$ cat config.mk
export PLATFORM = sky130hd
export DESIGN_NAME = led_fade_driver
export DESIGN_NICKNAME = d
export VERILOG_FILES = /design/src/rtl/led_fade_driver.sv
export SDC_FILE = /design/constraint.sdc
export NUM_CORES = 1
export LEC_CHECK = 0
export CAP_MARGIN = 20
export CELL_PAD_IN_SITES_DETAIL_PLACEMENT = 0
export CELL_PAD_IN_SITES_GLOBAL_PLACEMENT = 1
export CORE_MARGIN = 2
export CORE_UTILIZATION = 40
export CTS_BUF_LIST = sky130_fd_sc_hd__clkbuf_4 sky130_fd_sc_hd__clkbuf_8
export DETAILED_ROUTE_END_ITERATION = 6
export HOLD_SLACK_MARGIN = 0.1
export PLACE_DENSITY_LB_ADDON = 0.1
export RECOVER_POWER = 100
export SYNTH_ARGS = -nofsm -noshare
export SYNTH_HDL_FRONTEND = slang
export SYNTH_SLANG_ARGS = --single-unit
$ cat constraint.sdc
create_clock -name CLK_24MHZ -period 3.8 [get_ports CLK_24MHZ]
set_input_delay 0.76 -clock CLK_24MHZ [delete_from_list [all_inputs] [get_ports CLK_24MHZ]]
set_output_delay 0.76 -clock CLK_24MHZ [all_outputs]
set_load 0.02 [all_outputs]
$ cat src/rtl/led_fade_driver.sv
// rtl/led_fade_driver.sv - per-LED PWM fade stage between the pattern counter and the LED pins
//
// Ramps each LED's brightness toward its target endpoint in fixed steps and
// drives the pins through a shared PWM counter.
//
// Ports
//   CLK_24MHZ      in   1        system clock
//   RESET_N        in   1        asynchronous active-low reset
//   pattern        in   NUM_LED  target pattern, 1 = LED on
//   pattern_valid  in   1        strobe: latch pattern as the new target
//   busy           out  1        registered: some LED level is not at its endpoint
//   USER_LED       out  NUM_LED  registered pin drive, polarity set by ACTIVE_LOW

module led_fade_driver #(
    parameter int NUM_LED    = 8,
    parameter int PWM_BITS   = 8,
    parameter int STEP_DIV   = 23529,
    parameter int STEP_SIZE  = 1,
    parameter int ACTIVE_LOW = 1
) (
    input  logic                CLK_24MHZ,
    input  logic                RESET_N,
    input  logic [NUM_LED-1:0]  pattern,
    input  logic                pattern_valid,
    output logic                busy,
    output logic [NUM_LED-1:0]  USER_LED
);

    localparam int MAX  = (1 << PWM_BITS) - 1;
    localparam int SC_W = (STEP_DIV > 1) ? $clog2(STEP_DIV) : 1;

    localparam logic [SC_W-1:0]     STEP_LAST = SC_W'(STEP_DIV - 1);
    localparam logic [PWM_BITS-1:0] PWM_LAST  = PWM_BITS'(MAX - 1);
    localparam logic [PWM_BITS-1:0] LVL_MAX   = PWM_BITS'(MAX);
    localparam logic [PWM_BITS:0]   MAX_X     = (PWM_BITS + 1)'(MAX);
    localparam logic [PWM_BITS:0]   STEP_X    = (PWM_BITS + 1)'(STEP_SIZE);
    localparam logic [NUM_LED-1:0]  LED_OFF   = (ACTIVE_LOW != 0) ? '1 : '0;

    logic [NUM_LED-1:0]  r_target;
    logic [PWM_BITS-1:0] r_level [NUM_LED];
    logic [PWM_BITS-1:0] r_pwm_cnt;
    logic [SC_W-1:0]     r_step_cnt;

    logic                w_step_tick;
    logic [NUM_LED-1:0]  w_target_nxt;
    logic [PWM_BITS-1:0] w_level_nxt [NUM_LED];
    logic [NUM_LED-1:0]  w_off_end;
    logic [NUM_LED-1:0]  w_lit;

    assign w_step_tick  = (r_step_cnt == STEP_LAST);
    assign w_target_nxt = pattern_valid ? pattern : r_target;

    for (genvar gi = 0; gi < NUM_LED; gi++) begin : g_led
        logic [PWM_BITS:0]   w_up;
        logic [PWM_BITS:0]   w_dn;
        logic [PWM_BITS-1:0] w_up_sat;
        logic [PWM_BITS-1:0] w_dn_sat;

        // One extra bit catches overflow past MAX and borrow below zero.
        assign w_up     = {1'b0, r_level[gi]} + STEP_X;
        assign w_dn     = {1'b0, r_level[gi]} - STEP_X;
        assign w_up_sat = (w_up > MAX_X) ? LVL_MAX : w_up[PWM_BITS-1:0];
        assign w_dn_sat = w_dn[PWM_BITS] ? '0 : w_dn[PWM_BITS-1:0];

        // The step always uses the registered target, so a new pattern
        // arriving on a tick cycle only steers the following tick.
        assign w_level_nxt[gi] = !w_step_tick  ? r_level[gi] :
                                 r_target[gi]  ? w_up_sat    : w_dn_sat;

        assign w_off_end[gi] = (w_level_nxt[gi] != (w_target_nxt[gi] ? LVL_MAX : '0));
        assign w_lit[gi]     = (r_level[gi] > r_pwm_cnt);
    end

    always_ff @(posedge CLK_24MHZ or negedge RESET_N) begin
        if (!RESET_N) begin
            r_target   <= '0;
            r_pwm_cnt  <= '0;
            r_step_cnt <= '0;
            busy       <= 1'b0;
            USER_LED   <= LED_OFF;
            for (int i = 0; i < NUM_LED; i++) begin
                r_level[i] <= '0;
            end
        end else begin
            r_target   <= w_target_nxt;
            r_pwm_cnt  <= (r_pwm_cnt == PWM_LAST) ? '0 : r_pwm_cnt + 1'b1;
            r_step_cnt <= w_step_tick ? '0 : r_step_cnt + 1'b1;
            busy       <= |w_off_end;
            USER_LED   <= (ACTIVE_LOW != 0) ? ~w_lit : w_lit;
            for (int i = 0; i < NUM_LED; i++) begin
                r_level[i] <= w_level_nxt[i];
            end
        end
    end

endmodule

======== Word-level counts from Yosys, hierarchy flattened ========
Cells that the tools add are included.
Widths: inputs -> output; s select.
storage, ports and cells
  register bits ........................... 104
  latch bits .............................. 0
  bits in writable memories ............... 0
  bits in read-only memories .............. 0
  bits of input ports ..................... 11
  output and inout port bits .............. 9
  word-level logic and storage cells ...... 102
  memories ................................ 0
operators by class
  add/subtract/negate cells ............... 18
  $mul .................................... 0
  divide/modulo/power cells ............... 0
  magnitude comparators ................... 16
  equal/unequal tests ..................... 10
  shift-type cells ........................ 0
  mux-type cells .......................... 43
  bitwise gates (word level) .............. 1
  reductions and logical operators ........ 1
operators by type and width
  cell                   count
  $mux 8                 42
  $add 8x1->9 const B    8
  $gt 9x8->1 const B     8
  $sub 8x1->9 const B    8
  $gt 8x8->1             8
  $ne 8x8->1             8
  $add 15x1->15 const B  1
  $eq 15x15->1 const B   1
  $mux 15                1
  $add 8x1->8 const B    1
  $eq 8x8->1 const B     1
  $not 8->8              1
  $reduce_or 8->1        1

======== Longest topological paths before layout ========
Gate-level depths: netlist of run 1.
  word-level depth ........................ 7
  depth in mapped cells ................... 14
  gate-level depth less buffers ........... 11

======== Worst setup path before layout of run 1 ========
No wires, ideal clock.
  kind .................................... register to register
  from .................................... reg r_level[40] in the netlist's numbering
  to ...................................... reg busy
  setup time .............................. 134 ps
  arrival ................................. 2560 ps
  required time ........................... 3666 ps
  setup slack ............................. 1106 ps
  stages on the path, launching flop included .. 12
  path buffers ............................ 0
  clock period less this slack ............ 2694 ps
  cell sequence ........................... dfrtp_1 > inv_1 > ha_1 > nor4b_1 > nor3b_1 > o21ba_2 > o21ai_1 > o31ai_1 > or3_1 > nor4_1 > mux2_2 > nand4_1
RTL lines
  item                              RTL line  source
  start: declaration                40        logic [PWM_BITS-1:0] r_level [NUM_LED];
  start signal: indexed assignment  91        r_level[i] <= w_level_nxt[i];
  end signal: assignment            88        busy <= |w_off_end;
  end: declaration                  25        output logic busy,

==> metrics, run 1 <==
Yosys top cell by area=dfrtp_1; Setup CP Type=reg -> reg; sw power=0.000579 W; WL final=26100 um; Cell Area, Synth=8930 um2; Finish-stage setup viols=0; Site Rows=54; routed vias=8172; first-pass GRT wire length=42400 um; top cells by area, synth=dfrtp_1 (27%), ha_1 (12%), a21oi_1 (4.5%); syn_nets=1194; commonest non-fill, non-tap cells in the layout=dfrtp_1 (96), ha_1 (89), a21oi_1 (80), o21ai_0 (79), nand3_1 (74); status=finished, violations left; Clock Skew=8.64 ps; DRT iter0 DRCs=515; commonest non-fill, non-tap cell in the layout=dfrtp_1; setup tns final=0 ps; top fanout value on the critical path=16; multi-input combinational cell area=5810 um2; Hold Path Class=reg -> reg; Power Density=212 nW/um2; number of enable flip-flop cells after synthesis=0; Yosys cell types=79; First-pass DRT Iterations=5; leak pwr=4.04 nW; average size of a mapped cell=8.17 um2; routed len/inst=19.3 um; crit path capture type=register; Sw Ratio=29.0%; Seq. cell area=2610 um2; Buffers on Ports=19; max_slew headroom=-102%; register share of total power=57.5%; Worst Max-Slew Pin Slew=3020 ps; mux cell area share after synthesis=2.24%; area delta synth->final=5.71%; die width=153 um; number of top-level pins=20; initial antenna violation count=0; Root Buffer=clkbuf_8; Core ar.=21900 um2; fillers=2229; flops & latches, synth=104; Yosys top cell area share=26.9%; Compound-Gate Fraction of Synth Area=21.8%; H-tree levels=3; Initial Util=40.8%; Die ar.=23500 um2; Worst-path clk slew=110 ps; Period minus WS final=3420 ps; all-layer global routing usage=22.5%; vias per cell=6.02; Final Power=0.00200 W; Req. time, crit path=4060 ps; Syn Inst Count=1094; part of the power in combinational logic=8.3%; Post-DP HPWL=18300 um; antenna viol nets, final=0; Synth Area in Adders=12.5%; DR DRC count=0; Clock Sinks=104; nets@finish=1172; total grt overflow=0; vias in the first global route=7720; Seq/Total Area, Yosys=29.2%; RSZ-0062 raised after global routing=no; flop2flop setup slack=380 ps; max-slew violations=50; largest family of logic cells by synthesized area=simple AND/OR/NAND/NOR gates; r2r worst-path depth=11; layout cells sized above 1=4.46%; Clk pwr share=34.1%; Tcrit/Tclk final=89.9%; f_max=293 MHz; peak supply drop=0.130 mV; P_int=0.00142 W; Post-Synth XOR/XNOR Area=2.65%; Worst Path Arrival=3680 ps; GPL Wtd Cong=0.860; CP startpoint kind=register; CTS tree=yes; failing checks=capacitance limit, slew limit; Worst-Skew Late Latency=390 ps; Post-Synth Simple-Gate Area=26.2%; antenna cells=0; largest net degree at the start of global routing=56; YS warnings=0; Post-synth top flop=dfrtp_1; CP Capture Point=busy; reg2reg start=r_step_cnt[0]; max_cap viols=1; Async SR Flop Fraction=100%; CTS resizes=0; Final Hold Fails=0; r2r endpoint=busy; CTS buffer count=9; CTS max path bufs=2; crit path launch=r_step_cnt[0]; # Post-CTS Setup Buffers=0; Die Y=153 um; hold buffer count at cts=0
[through the flow]
step | util [%] | area (um2) | setup WS [ps] | hold slack, ps | instances
final | 43.1 | 9440 | 382 | 491 | 1357
after global routing | 43.1 | 9440 | 103 | 519 | 1357
after CTS | 43.3 | 9480 | 390 | 434 | 1357
after detailed placement | 42.5 | 9310 | 424 | 481 | 1341
after global placement | 42.5 | 9310 | 568 | 472 | 1341
after floorplan | - | 8930 | 1110 | 443 | 1094
[logic make-up after synthesis]
group | after synthesis
AND/OR/NAND/NOR | 428
AO/OA/AOI/OAI | 307
buffers and inverters | 120
flip-flops | 104
adder cells (fa/ha/maj) | 89
XOR/XNOR | 27
multiplexers | 19
[worst max-delay path, cell delays in order, from the launching register on]
cell	delay, ps
dfrtp_1	430
inv_1	80
ha_1	150
and4bb_1	300
and4_1	790
o21ai_0	220
a21o_1	250
nor3_1	180
nand4b_1	100
or4_1	400
o2bb2a_1	280
nand4_1	110
[final cells by class]
cell class / instances / area share, %
clock inverters: 7 / 0.490
flip-flops and latches: 104 / 27.7
clock buffers: 9 / 1.31
inverters: 57 / 2.27
repair buffers: 30 / 3.01
well taps: 280 / 3.71
multi-input cells: 870 / 61.6
[worst min path at each step]
| stage | from | to | slack [ps] | cells past startpoint |
|---|---|---|---|---|
| 2_1_floorplan | r_step_cnt[9] | r_step_cnt[9] | 440 | 1 |
| 3_3_place_gp | r_step_cnt[9] | r_step_cnt[9] | 470 | 1 |
| 3_5_place_dp | r_step_cnt[9] | r_step_cnt[9] | 480 | 1 |
| 4_1_cts | RESET_N | r_level[54] | 430 | 1 |
| 5_1_grt | r_step_cnt[13] | r_step_cnt[13] | 520 | 1 |
| 6_report | r_step_cnt[9] | r_step_cnt[9] | 490 | 1 |
[synth_stat cells (17+ instances only)]
cell type,instances
nand4_1,35
dfrtp_1,96
o21ai_1,19
nand3_1,74
a21oi_1,80
clkbuf_1,45
nor2_1,63
nand2_1,71
nor3_1,40
o21ai_0,71
and3_1,21
ha_1,89
a21o_1,17
inv_1,57
[registers in the layout, summed over array words and instances (netlist names)]
register,count
USER_LED,8
busy,1
r_target,8
r_step_cnt,15
r_level,64
r_pwm_cnt,8
[power by group through the flow]
stage	Clock, W	Combinational [W]	Sequential [W]
2_1_floorplan	0	0.000127	0.00114
3_3_place_gp	0	0.000174	0.00117
3_5_place_dp	0	0.000171	0.00117
4_1_cts	0.000707	0.000172	0.00115
5_1_grt	0.000746	0.000188	0.00115
6_report	0.000682	0.000167	0.00115
[metal layers]
metal	global-route usage, %	vias up	routed length (um)
met5	0	-	0
met4	8.52	0	684
met3	2.92	40	1010
met2	35.0	179	11900
met1	31.9	3896	12600
li1	-	4057	-
(Power assumes the default switching activity.)
==> run 2: changes to the inputs <==
--- a/config.mk
+++ b/config.mk
@@ -12,6 +12,7 @@
 export CORE_UTILIZATION = 40
 export CTS_BUF_LIST = sky130_fd_sc_hd__clkbuf_4 sky130_fd_sc_hd__clkbuf_8
 export DETAILED_ROUTE_END_ITERATION = 6
+export DONT_BUFFER_PORTS = 1
 export HOLD_SLACK_MARGIN = 0.1
 export PLACE_DENSITY_LB_ADDON = 0.1
 export RECOVER_POWER = 100
==> run 2 against run 1 <==
The flow still finishes with violations (capacitance limit, slew limit); global-route usage shrank 0.11 points; sequential cell count is the same; die area unchanged; register-to-register slack lost 50 ps; final cell count shrank 1.3%; largest cell class unchanged; hold slack lost 300 ps; highest routed layer unchanged; combinational power shrank 9%; clock-buffer cell count grew 1; via count is essentially flat; first-iteration DRC count grew 9.7%; sequential power hardly changed; sequential share of layout area up 0.52 points.
==> metrics, run 2 (synthesis gave the netlist of run 1 again) <==
Biggest register=r_level; Buffers on Ports=0 (-19); Clock Skew=13.3 ps (+4.67 ps); total grt overflow=0 (unchanged); Finish-stage setup viols=0 (unchanged); routed len/inst=19.4 um (+0.59%); Worst Path Arrival=3730 ps (+50 ps); r2r worst-path depth=11 (unchanged); DR DRC count=0 (unchanged); max-slew violations=97 (+94%); crit path capture type=register; Worst-Skew Late Latency=390 ps (about the same); Worst Max-Slew Pin Slew=2630 ps (-394 ps); Post-DP HPWL=17900 um (-2.4%); Power Density=218 nW/um2 (+2.8%); commonest non-fill, non-tap cells in the layout=dfrtp_1 (96), ha_1 (89), o21ai_0 (80), a21oi_1 (80), nand3_1 (74); Final Hold Fails=0 (unchanged); antenna viol nets, final=0 (unchanged); all-layer global routing usage=22.4% (-0.11 points); Largest regs=r_level: 64 flops, r_step_cnt: 15 flops; Die ar.=23500 um2 (unchanged); Slowest-stage cell, CP=and4_2; largest net degree at the start of global routing=97 (+73%); Root Buffer=clkbuf_8; number of top-level pins=20 (unchanged); Worst-path clk slew=120 ps (about the same); DRT iter0 DRCs=565 (+9.7%); failing checks=capacitance limit, slew limit; Tcrit/Tclk final=91.1% (+1.2 points); H-tree levels=3 (unchanged); nets@finish=1154 (-1.5%); Initial Util=40.8% (unchanged); Period minus WS final=3460 ps (+45.8 ps); Die Y=153 um (unchanged); commonest non-fill, non-tap cell in the layout=dfrtp_1; Site Rows=54 (unchanged); hold_ws=196 ps (-295 ps); initial antenna violation count=0 (unchanged); GPL Wtd Cong=0.850 (-1.2%); f_max=289 MHz (-1.3%); first-pass GRT wire length=42800 um (+1.1%); critical path's largest stage delay=750 ps (-40 ps); leak pwr=3.97 nW (-1.8%); RSZ-0062 raised after global routing=no; r2r endpoint=busy; die width=153 um (unchanged); area delta synth->final=3.77%; vias per cell=6.10 (+1.3%); First-pass DRT Iterations=5 (unchanged); antenna cells=0 (unchanged); Setup CP Type=reg -> reg; WL final=25900 um (-0.74%); top fanout value on the critical path=29 (+13); flop2flop setup slack=340 ps (-50 ps); CTS tree=yes; Hold Path Class=in -> async; reg2reg start=r_step_cnt[0]; max FFs per register=64 (unchanged); status=finished, violations left; max_slew headroom=-75.3% (+26 points); layout cells sized above 1=3.59% (-0.87 points); vias in the first global route=7779 (+0.76%); peak supply drop=0.141 mV (+7.9%); cell breakdown of the critical path=inv_1 -> ha_1 -> and4bb_1 -> and4_2 -> nand2_1 -> a21o_1 -> o21ai_0 -> nand4_1 -> or3_1 -> a221oi_1 -> nand4_1; Clock Sinks=104 (unchanged); setup tns final=0 ps (unchanged); CP startpoint kind=register; CTS max path bufs=2 (unchanged); # Post-CTS Setup Buffers=0 (unchanged); max_cap viols=1 (unchanged); most used cell, CP=nand4_1; CTS buffer count=9 (unchanged); Core ar.=21900 um2 (unchanged); routed vias=8165 (-0.086%); Req. time, crit path=4070 ps (about the same)
==> run 2: changes by cell type in the layout (fill, tap and decap cells not counted), moves of 3 or more <==
cell             before  now
buf_4                 7    4
clkbuf_1              2    6
clkdlybuf4s50_1       8    0
clkinv_2              4    0
dfstp_1               0    8
dfstp_2               8    0
dlygate4sd3_1        10    0
==> run 2: what timing repair did <==
item,in CTS,in global routing
gates resized for setup,0,0
hold buffers,1,0
hold endpoints to repair,96,0
==> run 2: worst max path at each step <==
stage | start | endpoint | cells past startpoint
2_1_floorplan | r_level[40] | busy | 11
3_3_place_gp | r_step_cnt[0] | busy | 11
3_5_place_dp | r_step_cnt[0] | busy | 12
4_1_cts | r_step_cnt[0] | busy | 12
5_1_grt | r_step_cnt[0] | busy | 12
6_report | r_step_cnt[0] | busy | 11
==> run 2: area by class of cell <==
class                      count  area, um2
sequential                   104       2610
tap                          280        350
multi-input combinational    870       5830
fill                        2225      12600
timing repair buffer          12       77.6
clock buffer                  10        138
clock inverter                 6       51.3
inverter                      57        214
==> run 2: metrics by stage <==
step / worst slack (ps) / std cells / cell area (um2) / power, W / util (%)
2_1_floorplan: 1110 / 1094 / 8930 / 0.00127 / -
3_3_place_gp: 485 / 1322 / 9110 / 0.00131 / 41.6
3_5_place_dp: 440 / 1322 / 9110 / 0.00130 / 41.6
4_1_cts: 436 / 1339 / 9330 / 0.00206 / 42.6
5_1_grt: 81.9 / 1339 / 9270 / 0.00212 / 42.3
6_report: 337 / 1339 / 9270 / 0.00202 / 42.3
==> run 2: power breakdown <==
part           switching, W  internal, W
clock              0.000450     0.000267
combinational     0.0000967    0.0000549
sequential        0.0000362      0.00111
==> run 2: worst max-delay path: cells and delay by family (launching register included) <==
family                     cells  cell delay (ps)
AOI/OAI and AO/OA              3              820
adders and majority gates      1              140
DFF                            1              440
buffers and inverters          1               70
and+or+nand+nor                6             1860
==> run 2: per-layer routing <==
layer  part of all wire, %  track usage (%)  vias up
met2                    45             35.9      221
met5                     0                0        -
li1                      -                -     4005
met3                   4.0             1.93       28
met1                    49             32.3     3911
met4                   1.8             6.38        0
